--- src/rtl/rx_window_sched_if.sv ---
// ----------------------------------------------------------------------------
// rx_window_sched_if
// Bundle of the requester and radio-side signals of the receive-window
// scheduler.
//   master : the requesters' side (drives req/len/abort, observes the rest)
//   slave  : the scheduler's side
// Signals:
//   req[NREQ]       per-requester level request, held until its grant
//   len[NREQ*LW]    per-requester window length, field i = len[i*LW +: LW]
//   abort           end the current window early
//   gnt[NREQ]       one-hot, one-cycle grant pulse
//   owner           index of the current or last granted requester
//   radio_rx_en     raw radio receive enable (to the synchronizer)
//   rx_window       received data valid
//   done / aborted  end-of-window pulse and its qualifier
//   busy            scheduler not idle
// ----------------------------------------------------------------------------
interface rx_window_sched_if #(
    parameter int NREQ = 4,
    parameter int LW   = 8
) ();
    localparam int OW = $clog2(NREQ);

    logic [NREQ-1:0]    req;
    logic [NREQ*LW-1:0] len;
    logic               abort;
    logic [NREQ-1:0]    gnt;
    logic [OW-1:0]      owner;
    logic               radio_rx_en;
    logic               rx_window;
    logic               done;
    logic               aborted;
    logic               busy;

    modport master (
        output req, len, abort,
        input  gnt, owner, radio_rx_en, rx_window, done, aborted, busy
    );

    modport slave (
        input  req, len, abort,
        output gnt, owner, radio_rx_en, rx_window, done, aborted, busy
    );
endinterface

--- src/rtl/rx_window_sched.sv ---
// ----------------------------------------------------------------------------
// rx_window_sched
// Round-robin receive-window scheduler. Picks one of NREQ requesters, then
// drives the raw radio enable through WARMUP (WARMUP_CYC cycles), ACTIVE
// (latched len cycles, data valid) and GUARD (GUARD_CYC cycles, radio off).
// Ports:
//   ck    clock, all logic on posedge
//   arst  asynchronous active-high reset
//   bus   rx_window_sched_if.slave (requests, lengths, abort, grant/status)
// All outputs are registered.
// ----------------------------------------------------------------------------
module rx_window_sched #(
    parameter int NREQ       = 4,
    parameter int LW         = 8,
    parameter int WARMUP_CYC = 4,
    parameter int GUARD_CYC  = 2
) (
    input  logic              ck,
    input  logic              arst,
    rx_window_sched_if.slave  bus
);
    localparam int OW     = $clog2(NREQ);
    localparam int MAX_WG = (WARMUP_CYC > GUARD_CYC) ? WARMUP_CYC : GUARD_CYC;
    localparam int CW_PH  = $clog2(MAX_WG) + 1;
    // Wide enough for any phase length; a full-scale len never wraps.
    localparam int CW     = (LW > CW_PH) ? LW : CW_PH;

    typedef enum logic [1:0] {
        S_IDLE,
        S_WARMUP,
        S_ACTIVE,
        S_GUARD
    } state_t;

    state_t          state_q, state_d;
    logic [CW-1:0]   cnt_q, cnt_d;
    logic [LW-1:0]   len_q, len_d;
    logic [OW-1:0]   owner_q, owner_d;
    logic [OW-1:0]   rr_ptr_q, rr_ptr_d;
    logic [NREQ-1:0] gnt_q, gnt_d;
    logic            radio_rx_en_q, radio_rx_en_d;
    logic            rx_window_q, rx_window_d;
    logic            done_q, done_d;
    logic            aborted_q, aborted_d;
    logic            busy_q, busy_d;

    // Per-requester length fields.
    logic [LW-1:0] len_arr [NREQ];
    generate
        for (genvar gi = 0; gi < NREQ; gi++) begin : g_len
            assign len_arr[gi] = bus.len[gi*LW +: LW];
        end
    endgenerate

    // Round-robin pick: scan offsets from high to low so the last hit is the
    // one closest to rr_ptr (first set bit at or above rr_ptr, wrapping).
    logic          found;
    logic [OW-1:0] win_idx;
    logic [OW:0]   cand;

    always_comb begin
        found   = 1'b0;
        win_idx = '0;
        cand    = '0;
        for (int i = NREQ - 1; i >= 0; i--) begin
            cand = {1'b0, rr_ptr_q} + (OW+1)'(i);
            if (cand >= (OW+1)'(NREQ)) begin
                cand = cand - (OW+1)'(NREQ);
            end
            if (bus.req[cand[OW-1:0]]) begin
                found   = 1'b1;
                win_idx = cand[OW-1:0];
            end
        end
    end

    logic cnt_last;
    assign cnt_last = (cnt_q == CW'(1));

    always_comb begin
        state_d   = state_q;
        cnt_d     = cnt_q;
        len_d     = len_q;
        owner_d   = owner_q;
        rr_ptr_d  = rr_ptr_q;
        gnt_d     = '0;
        done_d    = 1'b0;
        aborted_d = 1'b0;

        unique case (state_q)
            S_IDLE: begin
                if (found) begin
                    state_d  = S_WARMUP;
                    cnt_d    = CW'(WARMUP_CYC);
                    len_d    = len_arr[win_idx];
                    owner_d  = win_idx;
                    rr_ptr_d = (win_idx == OW'(NREQ - 1)) ? '0 : win_idx + OW'(1);
                    gnt_d    = NREQ'(1) << win_idx;
                end
            end
            S_WARMUP: begin
                if (bus.abort) begin
                    state_d   = S_GUARD;
                    cnt_d     = CW'(GUARD_CYC);
                    done_d    = 1'b1;
                    aborted_d = 1'b1;
                end else if (cnt_last) begin
                    if (len_q != '0) begin
                        state_d = S_ACTIVE;
                        cnt_d   = CW'(len_q);
                    end else begin
                        // Zero-length window: straight to guard, radio never valid.
                        state_d = S_GUARD;
                        cnt_d   = CW'(GUARD_CYC);
                        done_d  = 1'b1;
                    end
                end else begin
                    cnt_d = cnt_q - 1'b1;
                end
            end
            S_ACTIVE: begin
                if (bus.abort) begin
                    state_d   = S_GUARD;
                    cnt_d     = CW'(GUARD_CYC);
                    done_d    = 1'b1;
                    aborted_d = 1'b1;
                end else if (cnt_last) begin
                    state_d = S_GUARD;
                    cnt_d   = CW'(GUARD_CYC);
                    done_d  = 1'b1;
                end else begin
                    cnt_d = cnt_q - 1'b1;
                end
            end
            S_GUARD: begin
                if (cnt_last) begin
                    state_d = S_IDLE;
                end else begin
                    cnt_d = cnt_q - 1'b1;
                end
            end
            default: state_d = S_IDLE;
        endcase

        // Outputs are registered copies of what the next state implies.
        radio_rx_en_d = (state_d == S_WARMUP) || (state_d == S_ACTIVE);
        rx_window_d   = (state_d == S_ACTIVE);
        busy_d        = (state_d != S_IDLE);
    end

    always_ff @(posedge ck or posedge arst) begin
        if (arst) begin
            state_q       <= S_IDLE;
            cnt_q         <= '0;
            len_q         <= '0;
            owner_q       <= '0;
            rr_ptr_q      <= '0;
            gnt_q         <= '0;
            radio_rx_en_q <= 1'b0;
            rx_window_q   <= 1'b0;
            done_q        <= 1'b0;
            aborted_q     <= 1'b0;
            busy_q        <= 1'b0;
        end else begin
            state_q       <= state_d;
            cnt_q         <= cnt_d;
            len_q         <= len_d;
            owner_q       <= owner_d;
            rr_ptr_q      <= rr_ptr_d;
            gnt_q         <= gnt_d;
            radio_rx_en_q <= radio_rx_en_d;
            rx_window_q   <= rx_window_d;
            done_q        <= done_d;
            aborted_q     <= aborted_d;
            busy_q        <= busy_d;
        end
    end

    assign bus.gnt         = gnt_q;
    assign bus.owner       = owner_q;
    assign bus.radio_rx_en = radio_rx_en_q;
    assign bus.rx_window   = rx_window_q;
    assign bus.done        = done_q;
    assign bus.aborted     = aborted_q;
    assign bus.busy        = busy_q;
endmodule

--- src/flat_wrapper.sv ---
// flat-port wrapper written by rule: the top's interface ports become plain ports
module rx_window_sched_flat 
#(
    parameter int NREQ       = 4,
    parameter int LW         = 8,
    parameter int WARMUP_CYC = 4,
    parameter int GUARD_CYC  = 2
)
  (ck, arst, bus_req, bus_len, bus_abort, bus_gnt, bus_owner, bus_radio_rx_en, bus_rx_window, bus_done, bus_aborted, bus_busy);
  rx_window_sched_if #(.NREQ(NREQ), .LW(LW)) bus_i ();
  input  logic ck;
  input  logic arst;
  input wire logic [$bits(bus_i.req)-1:0] bus_req;
  input wire logic [$bits(bus_i.len)-1:0] bus_len;
  input wire logic [$bits(bus_i.abort)-1:0] bus_abort;
  output wire logic [$bits(bus_i.gnt)-1:0] bus_gnt;
  output wire logic [$bits(bus_i.owner)-1:0] bus_owner;
  output wire logic [$bits(bus_i.radio_rx_en)-1:0] bus_radio_rx_en;
  output wire logic [$bits(bus_i.rx_window)-1:0] bus_rx_window;
  output wire logic [$bits(bus_i.done)-1:0] bus_done;
  output wire logic [$bits(bus_i.aborted)-1:0] bus_aborted;
  output wire logic [$bits(bus_i.busy)-1:0] bus_busy;
  assign bus_i.req = bus_req;
  assign bus_i.len = bus_len;
  assign bus_i.abort = bus_abort;
  assign bus_gnt = bus_i.gnt;
  assign bus_owner = bus_i.owner;
  assign bus_radio_rx_en = bus_i.radio_rx_en;
  assign bus_rx_window = bus_i.rx_window;
  assign bus_done = bus_i.done;
  assign bus_aborted = bus_i.aborted;
  assign bus_busy = bus_i.busy;
  rx_window_sched #(.NREQ(NREQ), .LW(LW), .WARMUP_CYC(WARMUP_CYC), .GUARD_CYC(GUARD_CYC)) u_core (.ck(ck), .arst(arst), .bus(bus_i));
endmodule
--- config.mk ---
export PLATFORM = sky130hd
export DESIGN_NAME = rx_window_sched_flat
export DESIGN_NICKNAME = d
export VERILOG_FILES = /design/src/rtl/rx_window_sched_if.sv /design/src/rtl/rx_window_sched.sv /design/src/flat_wrapper.sv
export SDC_FILE = /design/constraint.sdc
export NUM_CORES = 1
export LEC_CHECK = 0
export ABC_AREA = 1
export ABC_CLOCK_PERIOD_IN_PS = 1680
export BUFFER_PORTS_ARGS = -buffer_cell sky130_fd_sc_hd__buf_2
export CAP_MARGIN = 20
export CORE_UTILIZATION = 49
export DETAILED_ROUTE_END_ITERATION = 7
export GPL_TIMING_DRIVEN = 0
export PLACE_DENSITY = 0.78
export SYNTH_ARGS = -nofsm -noshare
export SYNTH_HDL_FRONTEND = slang
export SYNTH_SLANG_ARGS = --single-unit
--- constraint.sdc ---
create_clock -name ck -period 1.68 [get_ports ck]
set_input_delay 0.084 -clock ck [delete_from_list [all_inputs] [get_ports ck]]
set_output_delay 0.084 -clock ck [all_outputs]
set_load 0.005 [all_outputs]
==> results.cfg <==
[routing]
ant_nets = 0
wl_um = 8250
via_per_inst = 5.76
drtPass1Iterations = 6
vias = 2650
drt-initial-drc-count = 356
avgRoutedWirePerCell_um = 17.9
drcViolationCount = 0

[clock_network]
cts_root_buffer = clkbuf_8
h-tree-depth = 2
clk_pin_slew_ns = 0.07
cts_buffers = 5
insertion_delay_ns = 0.29
cts_tree = done
cts_buffer_depth = 2
clock-sinks = 31

[timing]
max_freq_mhz = 500
fin_crit_sh_pct = 119
finalClockSkew_ns = 0.00728
tightest_slew_ns = 0.688
final_hold_viol_count = 0
drv_slew = 0
finalCriticalPeriod_ns = 2.00
grt_setup_unrepaired = true
setup_viol_count_final = 28
worst_slack_ns = -0.318
relSlewSlack_pct = 54.1

[yosys]
synth_edf_count = 0
synth_cell_types = 38
netlist_area_sq_um = 2260
yosys_register_bits = 31
yosys-top-cells-count = nand2_1, nand3_1, inv_1, dfrtp_1, nor2_1
yosys_warnings = 0
netlist_instances = 311
synthFlopType = dfrtp_1
synth.most_common_cell = nand2_1
synth_top_area_share_pct = 34.3
yosys.area.top_type = dfrtp_1
synth_fp_nets = 363
async_reset_ff_share_pct = 100
synthTopCellsByArea = dfrtp_1, nand2_1, nand3_1
post_synth.cell_area_avg_sq_um = 7.27
seq_area_frac_synth_pct = 34.3

[run_status]
outcome = finished, violations left
violations = negative setup slack

[global_route]
antenna_found_initial = 0
overflow = 0
grt_pass1_wl_um = 9100
grt_max_degree = 17
grt_pass1_vias = 2076
grt_usage_pct = 23.1

[power_and_ir_drop]
max-vdd-ir-drop_mv = 1.64
netSwitchingPower_mw = 4.42
p_leak_nw = 1.82
pwr-share-comb_pct = 76.4
power_density_nw_per_um2 = 2410
cellInternalPower_mw = 4.34
clock_power_share_pct = 7.6
p_seq_share_pct = 16.0
swShare_pct = 50.5

[placement]
port_buffers = 49
place_ws_ns = -0.299
placed_area_sq_um = 2610
post-dp-hpwl_um = 3730
gp_congestion = 0.929

[critical_path]
max_stage_delay_ns = 0.38
cp_top_family = simple AND/OR/NAND/NOR gates
cp_num_buf_inv = 4
cp_max_fo = 7
cpMaxStageDelayCell = dfrtp_1
path_cells = buf_6 -> clkinv_8 -> nand2_8 -> nand2_2 -> nand2_2 -> nand2_1 -> inv_1 -> nand2_1 -> nand2_2 -> nand2_4 -> buf_6 -> nor2_4 -> nand3_1 -> nand2_1 -> nor2_1
start_kind = flop
critPathKind = reg2reg
critPathCaptureType = flop
reg2reg_slack_ns = -0.32
cp_data_arrival_time_ns = 2.18
required_ns = 1.87

[floorplanning]
die_area_sq_um = 4890
io_pins = 50
coreArea_sq_um = 4380
die_width_um = 69.9
start_util_pct = 51.6
rows = 24
die_y_um = 69.9

[final_layout]
nNetsFinal = 459
diodes = 0
drive_above_1_share_pct = 51.2
final_cell_area_sq_um = 3630
syn2layout_area_growth_pct = 60.5

[run]
maxCapViolCount = 0

[min_path]
min_path_type = in2reg
==> routing by layer <==
metal  track usage, %  wire length [um]  vias up
met5                0                 0        -
met4             9.11               427        0
met3             4.91               577       44
met2             38.9              4300      204
met1             28.9              2940     1215
li1                 -                 -     1187
==> worst reg2reg max path, stage by stage (launching register included) <==
cell	delay (ns)
dfrtp_1	0.38
buf_6	0.19
clkinv_8	0.12
nand2_8	0.09
nand2_2	0.06
nand2_2	0.10
nand2_1	0.07
inv_1	0.05
nand2_1	0.07
nand2_2	0.09
nand2_4	0.07
buf_6	0.15
nor2_4	0.16
nand3_1	0.13
nand2_1	0.11
nor2_1	0.05
==> cell type report <==
type | instances | area (sq um)
Buffer | 6 | 67.6
Clock buffer | 7 | 96.3
Clock inverter | 1 | 7.51
Fill cell | 228 | 756
Inverter | 48 | 214
Multi-Input combinational cell | 225 | 1780
Sequential cell | 31 | 778
Tap cell | 52 | 65.1
Timing Repair Buffer | 90 | 622
==> registers in the layout, summed over array words and instances, names as in the netlist <==
signal,flops
u_core.rr_ptr_q,2
u_core.bus.aborted,1
u_core.len_q,8
u_core.bus.rx_window,1
u_core.bus.owner,2
u_core.bus.radio_rx_en,1
u_core.state_q,2
u_core.bus.gnt,4
u_core.cnt_q,8
u_core.bus.done,1
u_core.bus.busy,1
==> metrics by stage <==
stage | instances | hold slack, ns | total power, mW | setup TNS [ns] | util (%)
after floorplan | 311 | 0.184 | 4.15 | -0.117 | -
after global placement | 412 | 0.341 | 4.83 | -1.07 | 59.0
after detailed placement | 413 | 0.211 | 4.93 | -1.51 | 59.6
after CTS | 440 | 0.0522 | 6.17 | -1.74 | 66.6
after global routing | 460 | 0.120 | 9.22 | -7.63 | 82.8
final | 460 | 0.100 | 8.76 | -5.44 | 82.8
==> power groups by stage <==
stage / combinational, mW / sequential, mW / clock, mW
detailed placement: 3.61 / 1.32 / 0
finish: 6.69 / 1.40 / 0.668
CTS: 4.20 / 1.32 / 0.656
global route: 7.09 / 1.43 / 0.705
global placement: 3.51 / 1.32 / 0
floorplan: 2.86 / 1.30 / 0
==> layout by cell type, fill, tap and decap left out, drive strengths merged, types with 5 or more instances in the layout <==
master and instances:
xor2 5, dfrtp 31, nand2 89, ha 13, buf 95, inv 46, or2 5, o21ai 22
nor2 24, clkbuf 7, nand3 45
==> worst paths after layout <==
path                                                      to                           start  cells past startpoint
worst min-delay path            u_core.bus.aborted$_DFF_PP0_                       bus_abort                      3
worst max register to register   u_core.len_q[3]$_DFFE_PP0P_  u_core.rr_ptr_q[0]$_DFFE_PP0P_                     15
worst max-delay path             u_core.len_q[3]$_DFFE_PP0P_  u_core.rr_ptr_q[0]$_DFFE_PP0P_                     15
min in group asynchronous        u_core.bus.gnt[3]$_DFF_PP0_                            arst                      3
max in group asynchronous        u_core.cnt_q[3]$_DFFE_PP0P_                            arst                      4
worst min register to register   u_core.len_q[5]$_DFFE_PP0P_     u_core.len_q[5]$_DFFE_PP0P_                      2
==> logic make-up (layout without fill, tap and decap cells) <==
| kind of cell | after synthesis | after routing | share of synthesized area (%) |
|---|---|---|---|
| compound gates | 37 | 37 | 10.3 |
| xor+xnor | 6 | 6 | 2.32 |
| simple gates | 169 | 169 | 35.1 |
| fa+ha+maj | 13 | 13 | 7.19 |
| buf+inv | 55 | 152 | 10.7 |
| flops | 31 | 31 | 34.3 |
==> what timing repair did <==
item,CTS,global route
hold endpoints to repair,15,0
gates cloned,0,3
setup buffers,18,19
hold buffers,1,0
endpoints found under the setup margin,25,29
resized for setup,17,135
pin swaps,8,31
No activity file was read; power rests on OpenSTA's default activity.
